$ cat src/rtl/bus_conflict_table_nway_if.sv
// Bus bundle for the N-way conflict table: lookup, increment and decrement
// channels plus status outputs.
interface bus_conflict_table_nway_if #(
    parameter int BLOCK_ADDR_WIDTH = 29,
    parameter int MAX_OUTSTANDING  = 8
);
    localparam int OUT_WIDTH = $clog2(MAX_OUTSTANDING + 1);

    logic                        chk_valid;
    logic [BLOCK_ADDR_WIDTH-1:0] chk_addr;
    logic                        chk_resp_valid;
    logic                        chk_conflict;
    logic                        inc_valid;
    logic [BLOCK_ADDR_WIDTH-1:0] inc_addr;
    logic                        inc_ready;
    logic                        dec_valid;
    logic [BLOCK_ADDR_WIDTH-1:0] dec_addr;
    logic [OUT_WIDTH-1:0]        outstanding;
    logic                        underflow_err;

    modport master (
        output chk_valid, chk_addr, inc_valid, inc_addr, dec_valid, dec_addr,
        input  chk_resp_valid, chk_conflict, inc_ready, outstanding, underflow_err
    );

    modport slave (
        input  chk_valid, chk_addr, inc_valid, inc_addr, dec_valid, dec_addr,
        output chk_resp_valid, chk_conflict, inc_ready, outstanding, underflow_err
    );
endinterface

$ cat src/rtl/bus_conflict_table_nway.sv
// N-way skewed counting conflict table: per-way saturating counters tracking
// in-flight dbus transactions, with a 1-cycle pipelined conflict lookup.
module bus_conflict_table_nway #(
    parameter int BLOCK_ADDR_WIDTH = 29,
    parameter int NUM_SETS         = 8,
    parameter int NUM_WAYS         = 2,
    parameter int COUNT_WIDTH      = 2,
    parameter int MAX_OUTSTANDING  = 8
) (
    input  logic                      CLK,
    input  logic                      RST,
    bus_conflict_table_nway_if.slave  bus
);
    localparam int unsigned IDX = $clog2(NUM_SETS);
    localparam int          OW  = $clog2(MAX_OUTSTANDING + 1);
    localparam logic [OW-1:0] OUT_MAX = OW'(MAX_OUTSTANDING);

    logic [COUNT_WIDTH-1:0] cnt [NUM_WAYS][NUM_SETS];

    logic [NUM_WAYS-1:0] chk_nz;
    logic [NUM_WAYS-1:0] inc_sat;
    logic [NUM_WAYS-1:0] dec_nz;

    logic          inc_acc;
    logic          dec_acc;
    logic          dec_bad;
    logic          chk_resp_q;
    logic          chk_conflict_q;
    logic [OW-1:0] outstanding_q;
    logic          underflow_q;

    // Way 0 uses the low index bits directly; way w XORs them with the w-th
    // index-wide slice so aliases in one way rarely alias in the others.
    function automatic logic [IDX-1:0] idx_of(input logic [BLOCK_ADDR_WIDTH-1:0] a,
                                              input int unsigned w);
        logic [BLOCK_ADDR_WIDTH-1:0] sh;
        sh = a >> (w * IDX);
        idx_of = (w == 0) ? a[IDX-1:0] : (a[IDX-1:0] ^ sh[IDX-1:0]);
    endfunction

    for (genvar w = 0; w < NUM_WAYS; w++) begin : g_way
        logic [IDX-1:0] ci;
        logic [IDX-1:0] ii;
        logic [IDX-1:0] di;

        assign ci = idx_of(bus.chk_addr, w);
        assign ii = idx_of(bus.inc_addr, w);
        assign di = idx_of(bus.dec_addr, w);

        assign chk_nz[w]  = (cnt[w][ci] != '0);
        assign inc_sat[w] = (cnt[w][ii] == '1);
        assign dec_nz[w]  = (cnt[w][di] != '0);

        for (genvar s = 0; s < NUM_SETS; s++) begin : g_set
            logic                   up;
            logic                   dn;
            logic [COUNT_WIDTH-1:0] c;

            assign up = inc_acc && (ii == IDX'(s));
            assign dn = dec_acc && (di == IDX'(s));
            assign cnt[w][s] = c;

            // Inc and dec landing on the same counter cancel out.
            always_ff @(posedge CLK or posedge RST) begin
                if (RST) begin
                    c <= '0;
                end else if (up && !dn) begin
                    c <= c + 1'b1;
                end else if (dn && !up) begin
                    c <= c - 1'b1;
                end
            end
        end
    end

    assign bus.inc_ready = (outstanding_q != OUT_MAX) && !(|inc_sat);
    assign inc_acc       = bus.inc_valid && bus.inc_ready;
    assign dec_acc       = bus.dec_valid && (&dec_nz);
    assign dec_bad       = bus.dec_valid && !(&dec_nz);

    always_ff @(posedge CLK or posedge RST) begin
        if (RST) begin
            chk_resp_q     <= 1'b0;
            chk_conflict_q <= 1'b0;
            outstanding_q  <= '0;
            underflow_q    <= 1'b0;
        end else begin
            chk_resp_q <= bus.chk_valid;
            if (bus.chk_valid) begin
                chk_conflict_q <= &chk_nz;
            end
            if (inc_acc && !dec_acc) begin
                outstanding_q <= outstanding_q + 1'b1;
            end else if (dec_acc && !inc_acc) begin
                outstanding_q <= outstanding_q - 1'b1;
            end
            if (dec_bad) begin
                underflow_q <= 1'b1;
            end
        end
    end

    assign bus.chk_resp_valid = chk_resp_q;
    assign bus.chk_conflict   = chk_conflict_q;
    assign bus.outstanding    = outstanding_q;
    assign bus.underflow_err  = underflow_q;
endmodule
$ cat src/flat_wrapper.sv
// flat-port wrapper written by rule: the top's interface ports become plain ports
module bus_conflict_table_nway_flat 
#(
    parameter int BLOCK_ADDR_WIDTH = 29,
    parameter int NUM_SETS         = 8,
    parameter int NUM_WAYS         = 2,
    parameter int COUNT_WIDTH      = 2,
    parameter int MAX_OUTSTANDING  = 8
)
  (CLK, RST, bus_chk_valid, bus_chk_addr, bus_inc_valid, bus_inc_addr, bus_dec_valid, bus_dec_addr, bus_chk_resp_valid, bus_chk_conflict, bus_inc_ready, bus_outstanding, bus_underflow_err);
  bus_conflict_table_nway_if #(.BLOCK_ADDR_WIDTH(BLOCK_ADDR_WIDTH), .MAX_OUTSTANDING(MAX_OUTSTANDING)) bus_i ();
  input  logic CLK;
  input  logic RST;
  input wire logic [$bits(bus_i.chk_valid)-1:0] bus_chk_valid;
  input wire logic [$bits(bus_i.chk_addr)-1:0] bus_chk_addr;
  input wire logic [$bits(bus_i.inc_valid)-1:0] bus_inc_valid;
  input wire logic [$bits(bus_i.inc_addr)-1:0] bus_inc_addr;
  input wire logic [$bits(bus_i.dec_valid)-1:0] bus_dec_valid;
  input wire logic [$bits(bus_i.dec_addr)-1:0] bus_dec_addr;
  output wire logic [$bits(bus_i.chk_resp_valid)-1:0] bus_chk_resp_valid;
  output wire logic [$bits(bus_i.chk_conflict)-1:0] bus_chk_conflict;
  output wire logic [$bits(bus_i.inc_ready)-1:0] bus_inc_ready;
  output wire logic [$bits(bus_i.outstanding)-1:0] bus_outstanding;
  output wire logic [$bits(bus_i.underflow_err)-1:0] bus_underflow_err;
  assign bus_i.chk_valid = bus_chk_valid;
  assign bus_i.chk_addr = bus_chk_addr;
  assign bus_i.inc_valid = bus_inc_valid;
  assign bus_i.inc_addr = bus_inc_addr;
  assign bus_i.dec_valid = bus_dec_valid;
  assign bus_i.dec_addr = bus_dec_addr;
  assign bus_chk_resp_valid = bus_i.chk_resp_valid;
  assign bus_chk_conflict = bus_i.chk_conflict;
  assign bus_inc_ready = bus_i.inc_ready;
  assign bus_outstanding = bus_i.outstanding;
  assign bus_underflow_err = bus_i.underflow_err;
  bus_conflict_table_nway #(.BLOCK_ADDR_WIDTH(BLOCK_ADDR_WIDTH), .NUM_SETS(NUM_SETS), .NUM_WAYS(NUM_WAYS), .COUNT_WIDTH(COUNT_WIDTH), .MAX_OUTSTANDING(MAX_OUTSTANDING)) u_core (.CLK(CLK), .RST(RST), .bus(bus_i));
endmodule
$ cat config.mk
export PLATFORM = sky130hd
export DESIGN_NAME = bus_conflict_table_nway_flat
export DESIGN_NICKNAME = d
export VERILOG_FILES = /design/src/rtl/bus_conflict_table_nway_if.sv /design/src/rtl/bus_conflict_table_nway.sv /design/src/flat_wrapper.sv
export SDC_FILE = /design/constraint.sdc
export NUM_CORES = 1
export LEC_CHECK = 0
export BUFFER_PORTS_ARGS = -buffer_cell sky130_fd_sc_hd__buf_2
export CAP_MARGIN = 30
export CORE_MARGIN = 3
export CORE_UTILIZATION = 51
export DETAILED_ROUTE_END_ITERATION = 6
export GPL_ROUTABILITY_DRIVEN = 0
export PLACE_DENSITY = 0.85
export RECOVER_POWER = 25
export SLEW_MARGIN = 15
export SYNTH_ARGS = -nofsm -noshare
export SYNTH_HDL_FRONTEND = slang
export SYNTH_SLANG_ARGS = --single-unit
$ cat constraint.sdc
create_clock -name CLK -period 3.45 [get_ports CLK]
set_input_delay 0.1725 -clock CLK [delete_from_list [all_inputs] [get_ports CLK]]
set_output_delay 0.1725 -clock CLK [all_outputs]
set_load 0.01 [all_outputs]
==> results of run 1 <==
## worst paths after layout
check	from	endpoint	slack, ns	cells past startpoint
hold / removal	bus_dec_valid	u_core.bus.underflow_err	0.21	3
setup reg to reg	u_core.g_way[1].g_set[7].c[0]	u_core.bus.outstanding[3]	0.45	13
min in group asynchronous	RST	u_core.g_way[0].g_set[7].c[0]	1.18	4
hold reg to reg	u_core.g_way[0].g_set[7].c[1]	u_core.g_way[0].g_set[7].c[1]	0.50	1
setup / recovery	u_core.g_way[1].g_set[7].c[0]	u_core.bus.outstanding[3]	0.45	13
max in group asynchronous	RST	u_core.g_way[1].g_set[5].c[0]	1.08	4
## report_power, final
part | internal, µW | total (µW) | switching (µW)
clock | 183 | 341 | 159
combinational | 572 | 1150 | 575
sequential | 686 | 998 | 312
## registers in the layout, indices dropped and copies added (netlist names)
signal                     cells
u_core.g_way.g_set.c          32
u_core.bus.outstanding         4
u_core.bus.chk_conflict        1
u_core.bus.chk_resp_valid      1
u_core.bus.underflow_err       1
## final cells by class
cell class / instances / area (µm²)
fill: 443 / 2050
multi-input combinational: 244 / 1850
sequential: 39 / 976
timing repair buffer: 40 / 225
clock buffer: 8 / 100
tap: 70 / 87.6
inverter: 5 / 18.8
## layer usage
layer / up-vias / track usage (%) / share of wire (%)
li1: 1125 / - / -
met1: 1166 / 28.4 / 44
met5: - / 0 / 0
met4: 0 / 8.61 / 2.6
met3: 20 / 5.32 / 7.8
met2: 127 / 34.6 / 46
## worst max-delay path, stage by stage, from the launching register on
cell	delay, ns
dfrtp_1	0.50
nand2_1	0.11
mux4_2	0.49
mux2_4	0.29
nand2_4	0.13
nor2_1	0.06
ha_1	0.23
inv_1	0.12
ha_1	0.24
a21o_1	0.18
a21oi_1	0.18
xnor2_1	0.14
nor2_1	0.07
xor2_1	0.14
## cell usage after synthesis, types with 2 or more instances
cell type	instances	area (µm²)
a2111oi_0	4	35.0
a211oi_1	2	15.0
a21oi_1	5	25.0
a31oi_1	5	31.3
and3_1	6	37.5
buf_2	3	15.0
clkbuf_1	6	22.5
dfrtp_1	39	976
ha_1	19	238
inv_1	4	15.0
mux2i_1	3	30.0
mux4_2	8	180
nand2_1	24	90.1
nand2b_1	2	12.5
nand3_1	7	35.0
nand4b_1	2	17.5
nor2_1	44	165
nor3_1	15	75.1
nor3b_1	3	22.5
nor4_1	6	37.5
o211ai_1	2	15.0
o21ai_0	2	10.0
or3_1	3	18.8
or4_1	4	30.0
xnor2_1	26	228
xor2_1	37	324
xor2_2	2	32.5
## cells in the final DEF, fill, tap and decap left out, drive strengths merged, types with 7 or more instances in the layout
master  Yosys  routed
clkbuf      6      10
nor3       15      15
mux4        8       8
nor2       44      44
xor2       39      39
nand3       7       7
buf         4      36
dfrtp      39      39
xnor2      26      26
nand2      25      25
ha         19      19
## per-stage QoR
stage          cells  power [µW]  setup slack [ns]
3_5_place_dp     396        2120             0.284
5_1_grt          406        2680             0.275
3_3_place_gp     396        2060             0.384
4_1_cts          405        2480             0.451
6_report         406        2490             0.452
2_1_floorplan    298        1800             0.532
## timing repair
| item | in CTS | in global routing |
|---|---|---|
| hold buffers | 1 | 1 |
| hold endpoints to repair | 31 | 1 |
| endpoints found under the setup margin | 0 | 0 |
## cells by family (layout without fill, tap and decap cells)
group	after synthesis	in the layout	share of synthesized area (%)
XOR/XNOR	65	65	20.3
flip-flops	39	39	33.8
adder cells (fa/ha/maj)	20	20	8.93
multiplexers	13	13	8.20
AO/OA/AOI/OAI	24	24	5.68
buffers and inverters	15	53	2.21
AND/OR/NAND/NOR	122	122	20.9
==> summary.md, run 1 <==
* 0 — total global routing overflow
* false — setup repair after global routing missed its margin
* flip-flop — crit end category
* 0 ns — total negative setup slack
* flip-flop — kind of start point of the critical path
* 30 — buffers added on ports
* 0 — number of failing hold endpoints at the final stage
* complete, but fails checks — status
* 16.1 µm — Routed wire per std cell
* reg2reg — kind of critical path
* 6540 µm — aggregate routed wire length
* 0 — Synth Warn #
* 39 — Num Clock Sinks
* 0 — cts repair resizes
* 61.3% — Finished Core Util
* 0.07 ns — Clock transition at path regs
* 5300 µm² — core area
* 3.63 ns — Worst Path Required
* 1 — Max Cap Viol
* 86.9% — post-route fraction of the period consumed by the critical path
* 2890 µm² — post-synthesis cell area
* 0 — number of nets with antenna violations after detailed routing
* 40 — max-slew violation count
* 3140 µm² — area after detailed placement
* in2reg — hold crit path type
* 0.00308 ns — clock tree skew after final layout
* 10 — maximum fanout along the worst path
* 100 — Top-Level Pins
* 447 — Post-layout nets
* 2 — largest buffer count on any clock path
* -39.1% — max_slew headroom
* 0 — Setup violations, final
* 2 — htree depth
* 81.2 µm — Die Span Y
* 0.209 ns — Worst Hold Margin
* 5 — first-pass detailed-route iteration total
* 2460 — number of global-route vias before repair
* 2.09 ns — transition time of the tightest slew-check pin
* done — clock tree from TritonCTS
* 363 µV — maximum resistive drop on vdd
* 764 nW/µm² — pwr/cell area
* 3250 µm² — final design area excluding fillers
* 6600 µm² — die area
* 100% — share of flip-flops with an asynchronous set or reset
* 0 — Antenna diodes
* 81.2 µm — Die X-Extent
* 11200 µm — first-pass GRT wire length
* 301 — initial detailed-routing violation count
* 3.00 ns — final period demand of the worst path
* 0 — number of flops mapped to enable cells by yosys
* 0.29 ns — clock network latency to the later pin of the worst-skew pair
* 3.18 ns — crit path DAT
* 42 — unique cell type count in the Yosys netlist
* 26 — floorplan row count
* 21.7% — overall track demand over capacity in global routing
* capacitance limit, slew limit — violated checks
* 4900 µm — detailed placer's ending HPWL
* 298 — number of instances in the synthesized netlist
* 2438 — via count
* 39 — register bit count reported by yosys
* 54.4% — initial cell density of the core
* 17.6% — fraction of layout instances using a drive strength above 1
* clkbuf_8 — Clock Root Buffer
* dfrtp_1 — top_reg_cell synth
* 5 — TritonCTS buffer count
* 0 — initial antenna violation count
* 6.00 — via/cell ratio
* 40 — pin count of the biggest net entering global routing
* 0.00144 µW — leakage power figure
* 0 — number of remaining DRC errors
* 0.334 GHz — Fmax
* 12.7% — area grow syn2layout
* 410 — post-synth net total
* 33.8% — post-synthesis sequential area ratio
* 0 — number of post-CTS setup repair buffers
* 9.68 µm² — mean post-synth cell area
(Power assumes the default switching activity.)
==> run 2, diff against run 1 <==
Settings changed: CORE_UTILIZATION 51 to 55, PLACE_DENSITY 0.85 to 0.91.
Clock period 3.45 ns to 3.6 ns, I/O delays scaled along.
==> run 2 against run 1 <==
Net effect:
- the run still ends with capacitance limit, slew limit left
- sequential share of layout area is 0.37 points higher
- clock skew is 0.0011 ns higher
- clock-buffer cell count is 3 lower
- worst hold slack worse by 0.18 ns
- via count is 0.53% higher
- non-clock buffer count is 2 lower
- first-iteration DRC count is 1.3% lower
- sequential power is 4.4% lower
- global-route usage is 0.17 points higher
- register-to-register slack better by 0.02 ns
- power is 6.2% lower
- core utilization is 4.5 points higher
- largest cell class unchanged
- largest power group unchanged
==> summary.md, run 2 (same netlist as run 1, synthesis figures left out) <==
* 4900 µm — detailed placer's ending HPWL
* done — clock tree from TritonCTS
* 2 — largest buffer count on any clock path
* 401 — number of non-filler instances in the completed layout
* 0.311 GHz — Fmax
* 30 — buffers added on ports
* 4880 µm² — core area
* 2.09 ns — transition time of the tightest slew-check pin
* 279 µV — maximum resistive drop on vdd
* 297 — initial detailed-routing violation count
* 13 — depth of the most critical reg-to-reg path
* 3.78 ns — Worst Path Required
* 6150 µm² — die area
* 5 — first-pass detailed-route iteration total
* 6320 µm — aggregate routed wire length
* u_core.bus.outstanding[3] — worst r2r dst
* 21.9% — overall track demand over capacity in global routing
* 0 — total global routing overflow
* nor2_1, dfrtp_1, xor2_1 — highest-count cells in the layout ignoring fill and taps
* 0 — Antenna diodes
* 0.00143 µW — leakage power figure
* 725 nW/µm² — pwr/cell area
* 65.8% — Finished Core Util
* 46.6% — combinational cell fraction of total power
* 89.2% — post-route fraction of the period consumed by the critical path
* 12.5% — clock network power share
* 995 µW — P_sw
* 10800 µm — first-pass GRT wire length
* 42.7% — proportion of total power due to net switching
* 0 — Setup violations, final
* 0.08 ns — Clock transition at path regs
* u_core.g_way.g_set.c — largest register by flop count
* 78.4 µm — Die Span Y
* 0.29 ns — clock network latency to the later pin of the worst-skew pair
* 0 — number of nets with antenna violations after detailed routing
* 32 — number of flip-flops under the largest register name
* complete, but fails checks — status
* 0 — number of hold-repair buffers added at the cts stage
* 6.11 — via/cell ratio
* clkbuf_8 — Clock Root Buffer
* 0 — initial antenna violation count
* 12 — maximum fanout along the worst path
* 1 — Max Cap Viol
* input port — kind of start point of the critical path
* 0.00422 ns — clock tree skew after final layout
* 3.21 ns — final period demand of the worst path
* 2384 — number of global-route vias before repair
* 2 — htree depth
* 0 ns — total negative setup slack
* false — setup repair after global routing missed its margin
* 1850 µm² — area of the multi-input gates
* u_core.bus.outstanding[3] — worst setup path end
* 2451 — via count
* in2reg — hold crit path type
* 5 — TritonCTS buffer count
* 0 — cts repair resizes
* -39.3% — max_slew headroom
* 393 — number of placed instances, taps included
* 40 — max-slew violation count
* 15.8 µm — Routed wire per std cell
* in2reg — kind of critical path
* 3.40 ns — crit path DAT
* 381 — fill cell instance count of the final layout
* bus_dec_addr[0] — CP startpoint
* 59.1% — initial cell density of the core
* 78.4 µm — Die X-Extent
* 18.0% — fraction of layout instances using a drive strength above 1
* 40 — pin count of the biggest net entering global routing
* 0 — number of post-CTS setup repair buffers
* 100 — Top-Level Pins
* 0 — number of failing hold endpoints at the final stage
* 39 — Num Clock Sinks
* 0.47 ns — FF-to-FF setup slack
* 11.4% — area grow syn2layout
* 0 — number of remaining DRC errors
* flip-flop — crit end category
* nor2_1 — most frequent standard cell in the layout excluding fill and tap cells
* u_core.g_way[1].g_set[0].c[0] — worst r2r src
* 1340 µW — internal power summed over all cells
* 25 — floorplan row count
* 40.9% — portion of total power attributed to sequential cells
* capacitance limit, slew limit — violated checks
* 445 — Post-layout nets
* 976 µm² — Sequential cell area
==> run 2: worst min path at each step <==
stage               depth (start not counted)  slack (ns)                       endpoint           from
floorplan                                   0        0.21      u_core.bus.chk_resp_valid  bus_chk_valid
detailed placement                          1        0.32      u_core.bus.chk_resp_valid  bus_chk_valid
global placement                            3        0.32  u_core.g_way[0].g_set[0].c[0]            RST
CTS                                         3       0.009  u_core.g_way[0].g_set[0].c[1]            RST
global route                                1        0.02      u_core.bus.chk_resp_valid  bus_chk_valid
finish                                      1        0.03      u_core.bus.chk_resp_valid  bus_chk_valid
==> run 2: through the flow <==
stage	power [µW]	worst slack (ns)	area, µm²	hold slack, ns
finish	2330	0.388	3210	0.0307
global route	2520	0.0538	3210	0.0224
CTS	2330	0.429	3220	0.00929
detailed placement	2030	0.118	3130	0.321
global placement	1970	0.302	3130	0.315
floorplan	1730	0.675	2890	0.211
==> run 2: power groups by stage <==
| stage | Clock (µW) | Combinational [µW] | Sequential [µW] |
|---|---|---|---|
| after floorplan | 0 | 841 | 886 |
| after global placement | 0 | 1030 | 934 |
| after detailed placement | 0 | 1080 | 953 |
| after CTS | 298 | 1090 | 948 |
| after global routing | 314 | 1220 | 991 |
| final | 291 | 1090 | 954 |
==> run 2: worst max-delay path, cell delays in order <==
cell	delay, ns
buf_2	0.17
xnor2_1	0.50
buf_4	0.23
nor3_1	0.05
a2111oi_0	0.61
or4_1	0.23
nand3_1	0.12
ha_1	0.24
inv_1	0.12
ha_1	0.25
a21o_1	0.18
a21oi_1	0.17
xnor2_1	0.14
nor2_1	0.07
xor2_1	0.14
==> run 2: layer usage <==
metal  vias to the layer above  part of all wire [%]  GRT usage [%]
met3                        20                   8.6           4.47
met4                         0                   2.2           8.39
met1                      1187                    42           29.0
met2                       126                    48           35.4
li1                       1118                     -              -
met5                         -                     0              0
==> run 2: layout make-up <==
type,instances,area share [%]
clock buffers,5,2.14
clock inverters,3,0.467
inverters,5,0.584
multi-input cells,244,57.4
flip-flops and latches,39,30.4
well taps,67,2.61
repair buffers,38,6.39
==> run 3, diff against run 2 <==
Clock period 3.6 ns to 3.9 ns, I/O delays scaled along.
==> run 3 against run 2 <==
Net effect:
- the flow still finishes with violations (capacitance limit, slew limit)
- clock-buffer cell count is 1 higher
- highest routed layer unchanged
- critical path depth is 1 lower
- first-iteration DRC count is 1.7% higher
- non-clock buffer count is 6 lower
- worst hold slack better by 0.0051 ns
- core utilization is 0.23 points lower
- via count is 0.37% higher
- power is 3.6% lower
- sequential share of layout area is 0.11 points higher
- combinational power is 7% lower
- global-route usage is 1.7 points higher
- routed wire length is 7.3% higher
- critical endpoint unchanged
==> summary.md, run 3 (same netlist as run 1, synthesis figures left out) <==
* 40 — max-slew violation count
* 0 — number of post-CTS setup repair buffers
* 40 — pin count of the biggest net entering global routing
* 0.80 ns — longest individual stage delay on the worst path
* 5060 µm — detailed placer's ending HPWL
* bus_dec_addr[0] — CP startpoint
* 39 — Num Clock Sinks
* 78.4 µm — Die Span Y
* 65.6% — Finished Core Util
* 3.46 ns — final period demand of the worst path
* buf_2, xnor2_1, nor3_1, a2111oi_0, or4_1, nand3_1, ha_1, inv_1, ha_1, a21o_1, a21oi_1, xnor2_1, nor2_1, xor2_1 — list of cells traversed by the critical path
* 100 — Top-Level Pins
* 0.00381 ns — clock tree skew after final layout
* 37.9% — global routing usage on met2
* 17.2 µm — Routed wire per std cell
* 2454 — number of global-route vias before repair
* met2 — Most Crowded Layer GR
* 379 — fill cell instance count of the final layout
* 0 — number of nets with antenna violations after detailed routing
* 1 — number of cells on the worst hold path
* u_core.g_way[1].g_set[2].c[0] — worst r2r src
* 0 — number of failing hold endpoints at the final stage
* 3.64 ns — crit path DAT
* in2reg — hold crit path type
* 78.4 µm — Die X-Extent
* 59.1% — initial cell density of the core
* -42.2% — max_slew headroom
* 0.30 ns — clock network latency to the later pin of the worst-skew pair
* 702 nW/µm² — pwr/cell area
* bus_chk_valid — hold wc startpoint
* 0 ns — total negative setup slack
* 1850 µm² — area of the multi-input gates
* 30 — buffers added on ports
* 439 — Post-layout nets
* 25 — floorplan row count
* 5 — TritonCTS buffer count
* false — setup repair after global routing missed its margin
* 976 µm² — Sequential cell area
* 0 — initial antenna violation count
* 387 — number of placed instances, taps included
* 11.0% — area grow syn2layout
* 4880 µm² — core area
* 395 — number of non-filler instances in the completed layout
* 302 — initial detailed-routing violation count
* 0.0358 ns — Worst Hold Margin
* 5 — first-pass detailed-route iteration total
* 2460 — via count
* 32 — number of flip-flops under the largest register name
* 4.08 ns — Worst Path Required
* complete, but fails checks — status
* 0.79 ns — FF-to-FF setup slack
* 0.00141 µW — leakage power figure
* 0 — number of hold-repair buffers added at the cts stage
* 0.289 GHz — Fmax
* capacitance limit, slew limit — violated checks
* u_core.bus.chk_resp_valid — Min-Delay Endpoint
* 0 — Antenna diodes
* 6.23 — via/cell ratio
* 3200 µm² — final design area excluding fillers
* 2 — htree depth
* flip-flop — crit end category
* clkbuf_8 — Clock Root Buffer
* 16.5% — fraction of layout instances using a drive strength above 1
* 23.6% — overall track demand over capacity in global routing
* 12 — depth of the most critical reg-to-reg path
* u_core.g_way.g_set.c — largest register by flop count
* 88.6% — post-route fraction of the period consumed by the critical path
* in2reg — kind of critical path
* 2.13 ns — transition time of the tightest slew-check pin
* 11600 µm — first-pass GRT wire length
* u_core.bus.outstanding[3] — worst r2r dst
* compound AO/OA/AOI/OAI gates — crit-path leading delay family
* input port — kind of start point of the critical path
* a2111oi_0 — CP max-delay cell
* nor2_1, dfrtp_1, xor2_1 — highest-count cells in the layout ignoring fill and taps
* 6150 µm² — die area
* 3090 µm² — area after detailed placement
* 12 — maximum fanout along the worst path
* 2 — largest buffer count on any clock path
* done — clock tree from TritonCTS
* 0 — number of remaining DRC errors
* 0 — Setup violations, final
* 4.13% — M3 GR Usage
* 0 — cts repair resizes
* 2 — Bufs and invs on worst path
* 0 — total global routing overflow
* 31.3% — met1 track demand over resource
* 6780 µm — aggregate routed wire length
* 0.08 ns — Clock transition at path regs
* 1 — Max Cap Viol
* 266 µV — maximum resistive drop on vdd
* nor2_1 — most frequent standard cell in the layout excluding fill and tap cells
==> run 3: cell count changes in the layout (fill, tap and decap cells not counted) <==
| cell | before | now |
|---|---|---|
| buf_4 | 7 | 1 |
| bufinv_16 | 0 | 1 |
| clkbuf_8 | 5 | 6 |
| clkinv_2 | 3 | 1 |
==> run 3: worst max path at each step <==
stage / to / slack [ns] / cells past startpoint
floorplan: u_core.bus.outstanding[3] / 0.96 / 14
global placement: u_core.bus.outstanding[3] / 0.40 / 14
detailed placement: u_core.bus.outstanding[3] / 0.30 / 14
CTS: u_core.bus.outstanding[3] / 0.55 / 14
global route: u_core.bus.outstanding[3] / 0.20 / 14
finish: u_core.bus.outstanding[3] / 0.44 / 14
==> run 3: layer usage <==
metal / vias up / part of all wire [%]
met1: 1168 / 41
met4: 0 / 3.2
met2: 154 / 48
met5: - / 0
met3: 34 / 7.6
li1: 1104 / -
==> run 3: metrics by stage <==
stage	total power, µW	worst slack, ns
2_1_floorplan	1590	0.960
3_3_place_gp	1800	0.401
3_5_place_dp	1870	0.304
4_1_cts	2240	0.554
5_1_grt	2400	0.201
6_report	2250	0.445
==> run 3: final cells by class <==
type | instances | share of cell area [%]
clock buffer | 6 | 2.58
clock inverter | 2 | 1.09
inverter | 5 | 0.586
multi-input combinational | 244 | 57.6
sequential | 39 | 30.5
tap | 67 | 2.62
timing repair buffer | 32 | 5.00
==> run 3: power breakdown <==
part	total, µW	leakage, µW	internal (µW)	switching (µW)
clock	358	0.0000612	207	150
combinational	1010	0.000892	494	512
sequential	883	0.000461	606	277
